## src/rtl/game_event_ctrl.sv

```systemverilog
// Session-flow controller for the avoid-it game.
// Sequences start, lives, multi-stage progression, the hit pause, game over
// and win. Gates the game core, pulses a per-stage restart, and drives the
// LEDs, a saturating score and the LCD message code with its update strobe.
// Every output is registered and is computed from the next state, so it
// changes on the same edge as the state transition.
module game_event_ctrl #(
  parameter int TICK_DIV        = 1000,
  parameter int NUM_LIVES       = 3,
  parameter int NUM_STAGES      = 4,
  parameter int HIT_PAUSE_TICKS = 500,
  parameter int BLINK_TICKS     = 250,
  parameter int SCORE_W         = 14
) (
  input  logic               clk,
  input  logic               rst,
  input  logic               key_star,
  input  logic               collision_detected,
  input  logic               game_clear,
  output logic               run_game,
  output logic               stage_restart,
  output logic [3:0]         lives,
  output logic [3:0]         stage,
  output logic [SCORE_W-1:0] score,
  output logic [2:0]         msg_sel,
  output logic               msg_update,
  output logic               led_red,
  output logic               led_green
);

  // State codes equal the LCD message codes, so msg_sel is the next state.
  localparam logic [2:0] S_IDLE      = 3'd0;
  localparam logic [2:0] S_RUN       = 3'd1;
  localparam logic [2:0] S_HIT       = 3'd2;
  localparam logic [2:0] S_STAGE_CLR = 3'd3;
  localparam logic [2:0] S_OVER      = 3'd4;
  localparam logic [2:0] S_WIN       = 3'd5;

  localparam int TICK_W  = $clog2(TICK_DIV);
  localparam int PAUSE_W = $clog2(HIT_PAUSE_TICKS + 1);
  localparam int BLINK_W = $clog2(BLINK_TICKS + 1);

  localparam logic [TICK_W-1:0]  TICK_LAST  = TICK_W'(TICK_DIV - 1);
  localparam logic [PAUSE_W-1:0] PAUSE_LAST = PAUSE_W'(HIT_PAUSE_TICKS - 1);
  localparam logic [BLINK_W-1:0] BLINK_LAST = BLINK_W'(BLINK_TICKS - 1);
  localparam logic [3:0]         LIVES_INIT = 4'(NUM_LIVES);
  localparam logic [3:0]         STAGE_LAST = 4'(NUM_STAGES - 1);
  localparam logic [SCORE_W-1:0] SCORE_MAX  = {SCORE_W{1'b1}};

  logic [2:0]         state_r;
  logic               key_star_q_r;
  logic [TICK_W-1:0]  tick_cnt_r;
  logic [PAUSE_W-1:0] pause_cnt_r;
  logic [BLINK_W-1:0] blink_cnt_r;
  logic               blink_r;
  logic [3:0]         lives_r;
  logic [3:0]         stage_r;
  logic [SCORE_W-1:0] score_r;
  logic               run_game_r;
  logic               stage_restart_r;
  logic [2:0]         msg_sel_r;
  logic [2:0]         msg_sel_prev_r;
  logic               msg_update_r;
  logic               boot_r;
  logic               led_red_r;
  logic               led_green_r;

  logic               press_s;
  logic               counting_s;
  logic               blinking_s;
  logic               tick_s;
  logic               blink_toggle_s;
  logic               state_change_s;
  logic               blink_next_s;
  logic [2:0]         state_next_s;
  logic               restart_s;
  logic [3:0]         lives_next_s;
  logic [3:0]         stage_next_s;
  logic [SCORE_W-1:0] score_next_s;

  assign press_s        = key_star & ~key_star_q_r;
  assign counting_s     = (state_r == S_RUN) || (state_r == S_HIT) || (state_r == S_WIN);
  assign blinking_s     = (state_r == S_HIT) || (state_r == S_WIN);
  assign tick_s         = counting_s && (tick_cnt_r == TICK_LAST);
  assign blink_toggle_s = blinking_s && tick_s && (blink_cnt_r == BLINK_LAST);
  assign state_change_s = (state_next_s != state_r);

  // Next-state and session-variable decode; collision takes priority over clear.
  always_comb begin
    state_next_s = state_r;
    restart_s    = 1'b0;
    lives_next_s = lives_r;
    stage_next_s = stage_r;
    score_next_s = score_r;
    case (state_r)
      S_IDLE: begin
        if (press_s) begin
          state_next_s = S_RUN;
          restart_s    = 1'b1;
          lives_next_s = LIVES_INIT;
          stage_next_s = 4'd0;
          score_next_s = {SCORE_W{1'b0}};
        end else begin
          state_next_s = S_IDLE;
        end
      end
      S_RUN: begin
        if (tick_s && (score_r != SCORE_MAX)) begin
          score_next_s = score_r + SCORE_W'(1);
        end else begin
          score_next_s = score_r;
        end
        if (collision_detected) begin
          if (lives_r > 4'd1) begin
            lives_next_s = lives_r - 4'd1;
            state_next_s = S_HIT;
          end else begin
            lives_next_s = 4'd0;
            state_next_s = S_OVER;
          end
        end else if (game_clear) begin
          if (stage_r == STAGE_LAST) begin
            state_next_s = S_WIN;
          end else begin
            state_next_s = S_STAGE_CLR;
          end
        end else begin
          state_next_s = S_RUN;
        end
      end
      S_HIT: begin
        if (tick_s && (pause_cnt_r == PAUSE_LAST)) begin
          state_next_s = S_RUN;
          restart_s    = 1'b1;
        end else begin
          state_next_s = S_HIT;
        end
      end
      S_STAGE_CLR: begin
        if (press_s) begin
          state_next_s = S_RUN;
          restart_s    = 1'b1;
          stage_next_s = stage_r + 4'd1;
        end else begin
          state_next_s = S_STAGE_CLR;
        end
      end
      S_OVER, S_WIN: begin
        if (press_s) begin
          state_next_s = S_IDLE;
        end else begin
          state_next_s = state_r;
        end
      end
      default: begin
        state_next_s = S_IDLE;
      end
    endcase
  end

  // Blink phase restarts at 1 on every state entry and flips on each blink period.
  always_comb begin
    blink_next_s = blink_r;
    if (state_change_s) begin
      blink_next_s = 1'b1;
    end else if (blink_toggle_s) begin
      blink_next_s = ~blink_r;
    end else begin
      blink_next_s = blink_r;
    end
  end

  // State, timing counters and session variables.
  always_ff @(posedge clk) begin
    if (rst) begin
      state_r      <= S_IDLE;
      key_star_q_r <= 1'b0;
      tick_cnt_r   <= {TICK_W{1'b0}};
      pause_cnt_r  <= {PAUSE_W{1'b0}};
      blink_cnt_r  <= {BLINK_W{1'b0}};
      blink_r      <= 1'b0;
      lives_r      <= LIVES_INIT;
      stage_r      <= 4'd0;
      score_r      <= {SCORE_W{1'b0}};
    end else begin
      state_r      <= state_next_s;
      key_star_q_r <= key_star;
      lives_r      <= lives_next_s;
      stage_r      <= stage_next_s;
      score_r      <= score_next_s;
      blink_r      <= blink_next_s;
      if (state_change_s || !counting_s || tick_s) begin
        tick_cnt_r <= {TICK_W{1'b0}};
      end else begin
        tick_cnt_r <= tick_cnt_r + TICK_W'(1);
      end
      if (state_change_s) begin
        pause_cnt_r <= {PAUSE_W{1'b0}};
      end else if ((state_r == S_HIT) && tick_s) begin
        pause_cnt_r <= pause_cnt_r + PAUSE_W'(1);
      end else begin
        pause_cnt_r <= pause_cnt_r;
      end
      if (state_change_s || blink_toggle_s) begin
        blink_cnt_r <= {BLINK_W{1'b0}};
      end else if (blinking_s && tick_s) begin
        blink_cnt_r <= blink_cnt_r + BLINK_W'(1);
      end else begin
        blink_cnt_r <= blink_cnt_r;
      end
    end
  end

  // Registered outputs derived from the next state.
  always_ff @(posedge clk) begin
    if (rst) begin
      run_game_r      <= 1'b0;
      stage_restart_r <= 1'b0;
      msg_sel_r       <= S_IDLE;
      led_red_r       <= 1'b0;
      led_green_r     <= 1'b0;
    end else begin
      run_game_r      <= (state_next_s == S_RUN);
      stage_restart_r <= restart_s;
      msg_sel_r       <= state_next_s;
      led_red_r       <= (state_next_s == S_HIT) ? blink_next_s : (state_next_s == S_OVER);
      led_green_r     <= (state_next_s == S_WIN) ? blink_next_s : (state_next_s == S_STAGE_CLR);
    end
  end

  // Message strobe: one cycle after msg_sel changes, and once after reset release.
  always_ff @(posedge clk) begin
    if (rst) begin
      msg_sel_prev_r <= S_IDLE;
      msg_update_r   <= 1'b0;
      boot_r         <= 1'b1;
    end else begin
      msg_sel_prev_r <= msg_sel_r;
      msg_update_r   <= boot_r || (msg_sel_r != msg_sel_prev_r);
      boot_r         <= 1'b0;
    end
  end

  assign run_game      = run_game_r;
  assign stage_restart = stage_restart_r;
  assign lives         = lives_r;
  assign stage         = stage_r;
  assign score         = score_r;
  assign msg_sel       = msg_sel_r;
  assign msg_update    = msg_update_r;
  assign led_red       = led_red_r;
  assign led_green     = led_green_r;

endmodule

```

## config.mk

```make
export PLATFORM = sky130hd
export DESIGN_NAME = game_event_ctrl
export DESIGN_NICKNAME = d
export VERILOG_FILES = /design/src/rtl/game_event_ctrl.sv
export SDC_FILE = /design/constraint.sdc
export NUM_CORES = 1
export LEC_CHECK = 0
export CAP_MARGIN = 5
export CORE_MARGIN = 3
export CORE_UTILIZATION = 60
export CTS_BUF_LIST = sky130_fd_sc_hd__clkbuf_8 sky130_fd_sc_hd__clkbuf_16
export DETAILED_ROUTE_END_ITERATION = 6
export PLACE_DENSITY_LB_ADDON = 0.1
export SYNTH_ARGS = -nofsm -noshare
export SYNTH_HDL_FRONTEND = slang
export SYNTH_SLANG_ARGS = --single-unit
```

## constraint.sdc

```tcl
create_clock -name clk -period 4.7 [get_ports clk]
set_input_delay 0.94 -clock clk [delete_from_list [all_inputs] [get_ports clk]]
set_output_delay 0.94 -clock clk [all_outputs]
set_load 0.05 [all_outputs]
```

==> impl_metrics.csv, run 1 <==
group,metric,value,unit
run_status,outcome,"completed",
power,power_density,291,nW/um^2
global_route,grt_pass1_wl,10.8,mm
placement,gp_congestion,0.867,
clocking,cts_hold_buf,0,
yosys,synth_edf_count,0,
sta,max_freq,338,MHz
sta,hold_viol_final,0,
clocking,clkLatencyLatePin,330,ps
worst_setup_path,crit_family,"buffers and inverters",
yosys,synth_area_leaders,"dfxtp_1, nor2_1, xor2_1",
sta,clock_skew,5.36,ps
floorplanning,die-area,6120,sq um
yosys,yosys_warnings,0,
route,drtIter0Drc,209,
global_route,grt_use_total,0.220,
sta,rsz0062_at_grt,"no",
worst_hold_path,hp-class,"register to register",
power,switching_share,0.247,
route,drt-total-wl,6.21,mm
sta,period_share,0.629,
floorplanning,die_y,78.2,microns
power,p_leak,0.00131,uW
sta,setup_violations,0,
power,ir_drop,0.199,mV
cells_and_area,fin_area,3650,sq um
placement,hpwlAfterDp,4.37,mm
cells_and_area,multi_input_area,1750,sq um
yosys,syn_avg_cell_area,8.64,sq um
global_route,grt_pass1_vias,2379,
yosys,synth-async-reset-ratio,0,
clocking,cts_buffer_depth,2,
worst_setup_path,critPathCaptureType,"output port",
placement,preCtsSetupSlack,1710,ps
global_route,grt-ovfl-total,0,
worst_setup_path,path_cells,"clkdlybuf4s50_1",
yosys,syn-instance-count,362,
yosys,ys_ff_latch,63,
sta,hold_ws,477,ps
clocking,post_cts_buffers,0,
cells_and_area,fillerInstances,392,
cells_and_area,drive_above_1_share,0.0504,
power,pwr-share-seq,0.522,
floorplanning,initial_utilization,0.641,
cells_and_area,final_common_cell,"dfxtp_1",
placement,numPortBuffers,34,
run,cap_violations,0,
power,p_int,799,uW
clocking,numCtsBuffers,9,
clocking,root_buffer,"clkbuf_8",
floorplanning,io-pin-count,35,
clocking,cts-resized-gates,0,
placement,place_area,3480,sq um
yosys,syn_nets,375,
sta,fin_crit,2950,ps
power,switchingPower,261,uW
sta,tightestPinTransition,806,ps
clocking,clkTransAtPathRegs,60,ps
power,p_clk_frac,0.388,
worst_setup_path,required,3760,ps
cells_and_area,seq_area,1260,sq um
route,drtAntennaViolNets,0,
global_route,antenna_found_initial,0,
sta,slew_headroom,0.463,
yosys,synthDistinctLibCells,60,
route,wl_per_cell,13.4,microns
yosys,yosysTopAreaCellShare,0.403,
route,drc,0,
route,first_pass_iters,4,
sta,layout_setup_ws,1750,ps
worst_setup_path,cp_data_arrival_time,2010,ps
cells_and_area,antennaDiodeCount,0,
worst_setup_path,worstSetupStartpointType,"register",
worst_setup_path,cp_slowest_stage_delay,940,ps
yosys,synth_top_area_cell,"dfxtp_1",
worst_setup_path,worstPathMaxFanout,22,
floorplanning,die-width,78.2,microns
yosys,synthFlopType,"dfxtp_1",
cells_and_area,area_growth,16.6,%
floorplanning,rows,25,
power,p_comb_frac,0.090,
cells_and_area,final_cell_mix,"dfxtp_1, nor2_1, clkdlybuf4s50_1",
global_route,grt_max_degree,24,
cells_and_area,nNetsFinal,408,
route,via_count,2697,
worst_setup_path,critPathSlowestCell,"clkdlybuf4s50_1",
clocking,cts_max_level,3,
clocking,cts_tree,"built",
worst_setup_path,critPathBufInv,1,
clocking,clock_sinks,63,
yosys,yosysSeqAreaShare,0.403,
sta,drv_slew,0,
yosys,syn_area,3130,sq um
route,viasPerCell,5.81,
sta,fin_setup_tns,0,ps
worst_setup_path,critPathKind,"register to output port",
floorplanning,coreArea,4880,sq um
area by class of cell:
type | count | share of cell area
clock buffer | 12 | 0.0453
tap | 67 | 0.0230
sequential | 63 | 0.346
timing repair buffer | 34 | 0.0933
multi-input combinational | 275 | 0.479
clock inverter | 1 | 0.00137
inverter | 12 | 0.0124
metrics by stage:
step	std cells	util	power, uW
finish	464	0.747	1060
global route	464	0.747	1100
CTS	464	0.747	1070
detailed placement	451	0.712	660
global placement	451	0.712	658
floorplan	362	-	638
logic make-up after synthesis:
family                     after synthesis  synth area share
and+or+nand+nor                        175             0.306
buffers and inverters                   24            0.0388
muxes                                    5            0.0160
AOI/OAI and AO/OA                       59             0.125
adders and majority gates                8            0.0320
DFF                                     63             0.403
xor gates and xnor gates                28            0.0784
routing by layer:
metal,GRT usage,share of wire,vias up
li1,-,-,1370
met1,0.288,0.47,1244
met2,0.346,0.46,72
met3,0.0401,0.052,11
met4,0.114,0.020,0
met5,0,0,-
power groups by stage:
stage / combinational (uW) / clock (uW) / sequential [uW]
after global routing: 105 / 439 / 554
after CTS: 95.1 / 423 / 553
after detailed placement: 94.7 / 0 / 565
final: 95.3 / 412 / 553
after floorplan: 61.1 / 0 / 577
after global placement: 93.8 / 0 / 565
synth_stat cells, types with 2 or more instances:
master	instances
a211oi_1	2
a21oi_1	11
a22oi_1	2
and2_1	3
and3_1	8
and3b_1	3
and4_1	3
buf_2	4
buf_6	2
clkbuf_1	4
dfxtp_1	63
ha_1	8
inv_1	12
mux2i_1	5
nand2_1	28
nand2b_1	3
nand3_1	17
nand3b_1	3
nand4_1	12
nor2_1	47
nor2b_1	5
nor3_1	9
nor3b_1	3
nor4_1	5
o2111ai_1	2
o211ai_1	5
o21a_1	2
o21ai_0	11
o21ai_1	3
o22ai_1	2
o31ai_1	7
or3_1	6
or4_1	9
xnor2_1	11
xor2_1	17
path summary, 6_finish.rpt:
check	startpoint	to	slack (ps)	depth (start not counted)
worst min register to register	tick_cnt_r[0]	tick_cnt_r[0]	480	1
worst max register to register	msg_sel[1]	led_green	2250	5
worst min-delay path	tick_cnt_r[0]	tick_cnt_r[0]	480	1
worst max-delay path	msg_sel[1]	msg_sel[1]	1750	1
registers in the layout, indices dropped and copies added (netlist names):
name and count:
tick_cnt_r 10, msg_update 1, blink_r 1, msg_sel_prev_r 3, stage 4, score 14
pause_cnt_r 9, blink_cnt_r 8, led_red 1, run_game 1, key_star_q_r 1, stage_restart 1
led_green 1, lives 4, msg_sel 3, boot_r 1
Note: power is estimated with default switching activity, not from simulation.
==> inputs of run 2 (changes only) <==
--- a/config.mk
+++ b/config.mk
@@ -7,7 +7,7 @@
 export LEC_CHECK = 0
 export CAP_MARGIN = 5
 export CORE_MARGIN = 3
-export CORE_UTILIZATION = 60
+export CORE_UTILIZATION = 56
 export CTS_BUF_LIST = sky130_fd_sc_hd__clkbuf_8 sky130_fd_sc_hd__clkbuf_16
 export DETAILED_ROUTE_END_ITERATION = 6
 export PLACE_DENSITY_LB_ADDON = 0.1
==> constraint.sdc (replaced) <==
create_clock -name clk -period 2.8 [get_ports clk]
set_input_delay 0.56 -clock clk [delete_from_list [all_inputs] [get_ports clk]]
set_output_delay 0.56 -clock clk [all_outputs]
set_load 0.05 [all_outputs]
==> impl_metrics.csv, run 2 (same netlist as run 1, synthesis figures left out) <==
group,metric,value,unit
global_route,grt_pass1_vias,2454,
worst_setup_path,r2r_end,"score[6]",
sta,period_share,0.876,
clocking,cts_hold_buf,0,
worst_setup_path,crit_family,"buffers and inverters",
worst_setup_path,critPathBufInv,1,
route,via_count,2780,
clocking,cts_max_level,3,
route,wl_per_cell,14.2,microns
sta,max_freq,408,MHz
sta,hold_viol_final,0,
route,drt-total-wl,6.73,mm
run_status,outcome,"completed",
floorplanning,initial_utilization,0.597,
sta,setup_violations,0,
floorplanning,io-pin-count,35,
worst_hold_path,hold_start,"boot_r",
worst_setup_path,cp_data_arrival_time,1890,ps
power,ir_drop,0.350,mV
cells_and_area,nNetsFinal,415,
power,power_density,482,nW/um^2
clocking,cts_buffer_depth,2,
placement,gp_congestion,0.857,
global_route,antenna_found_initial,0,
sta,fin_crit,2450,ps
power,p_leak,0.00135,uW
worst_hold_path,hp-class,"register to register",
worst_setup_path,path_cells,"clkdlybuf4s50_1",
clocking,cts-resized-gates,0,
placement,numPortBuffers,34,
floorplanning,die-width,80.7,microns
floorplanning,die_y,80.7,microns
worst_setup_path,reg2reg_slack,510,ps
sta,clock_skew,7.88,ps
worst_hold_path,whs_endpoint,"msg_update",
clocking,post_cts_buffers,0,
route,drtAntennaViolNets,0,
cells_and_area,area_growth,18.2,%
cells_and_area,final_common_cell,"dfxtp_1",
power,power.total,1780,uW
floorplanning,rows,26,
route,first_pass_iters,4,
worst_setup_path,required,2240,ps
cells_and_area,antennaDiodeCount,0,
clocking,clock_sinks,63,
clocking,numCtsBuffers,9,
global_route,grt_pass1_wl,10.9,mm
clocking,cts_tree,"built",
worst_setup_path,worstSetupStartpointType,"register",
placement,hpwlAfterDp,4.76,mm
worst_hold_path,min_path_cells,2,
worst_setup_path,cp_slowest_stage_delay,900,ps
cells_and_area,largest_register_ff_count,14,
clocking,root_buffer,"clkbuf_8",
cells_and_area,final_cell_mix,"dfxtp_1, nor2_1, clkdlybuf4s50_1",
run,cap_violations,0,
worst_setup_path,r2r-start,"score[3]",
sta,slew_headroom,0.463,
clocking,clkLatencyLatePin,340,ps
global_route,grt_max_degree,24,
sta,fin_setup_tns,0,ps
cells_and_area,drive_above_1_share,0.0642,
sta,tightestPinTransition,805,ps
global_route,grt_use_total,0.215,
worst_setup_path,worstPathMaxFanout,16,
floorplanning,die-area,6520,sq um
global_route,grt-ovfl-total,0,
worst_setup_path,critPathCaptureType,"output port",
route,drc,0,
sta,rsz0062_at_grt,"no",
route,drtIter0Drc,200,
worst_setup_path,critPathKind,"register to output port",
worst_setup_path,critPathSlowestCell,"clkdlybuf4s50_1",
route,viasPerCell,5.85,
sta,drv_slew,0,
worst_setup_path,r2r_cells,5,
floorplanning,coreArea,5240,sq um
clocking,clkTransAtPathRegs,60,ps
sta,hold_ws,469,ps
[run 2: final cells by class]
| class | count | area (sq um) |
|---|---|---|
| repair buffers | 41 | 393 |
| fillers | 431 | 1540 |
| clock inverters | 3 | 12.5 |
| inverters | 12 | 45.0 |
| clock buffers | 11 | 151 |
| multi-input cells | 275 | 1750 |
| flip-flops and latches | 63 | 1260 |
| well taps | 70 | 87.6 |
[run 2: through the flow]
stage	instances	utilization	instance area, sq um	setup WS [ps]
final	475	0.706	3700	347
after global routing	475	0.706	3700	254
after CTS	475	0.706	3700	314
after detailed placement	461	0.674	3530	153
after global placement	461	0.674	3530	213
after floorplan	362	-	3130	495
[run 2: worst max path at each step]
stage	startpoint	endpoint	slack, ps	cells after the start
2_1_floorplan	score[0]	score[6]	490	8
3_3_place_gp	key_star	score[12]	210	6
3_5_place_dp	key_star	score[7]	150	6
4_1_cts	msg_sel[2]	msg_sel[2]	310	1
5_1_grt	msg_sel[2]	msg_sel[2]	250	1
6_report	msg_sel[2]	msg_sel[2]	350	1
[run 2: routing by layer]
layer / GRT usage / up-vias / part of all wire
li1: - / 1384 / -
met1: 0.277 / 1316 / 0.46
met2: 0.336 / 67 / 0.47
met3: 0.0499 / 13 / 0.047
met4: 0.117 / 0 / 0.021
met5: 0 / - / 0
[run 2: power breakdown]
part,leakage (uW),internal [uW],switching (uW)
Sequential,0.000510,911,8.83
Combinational,0.000745,60.4,121
Clock,0.0000937,352,328
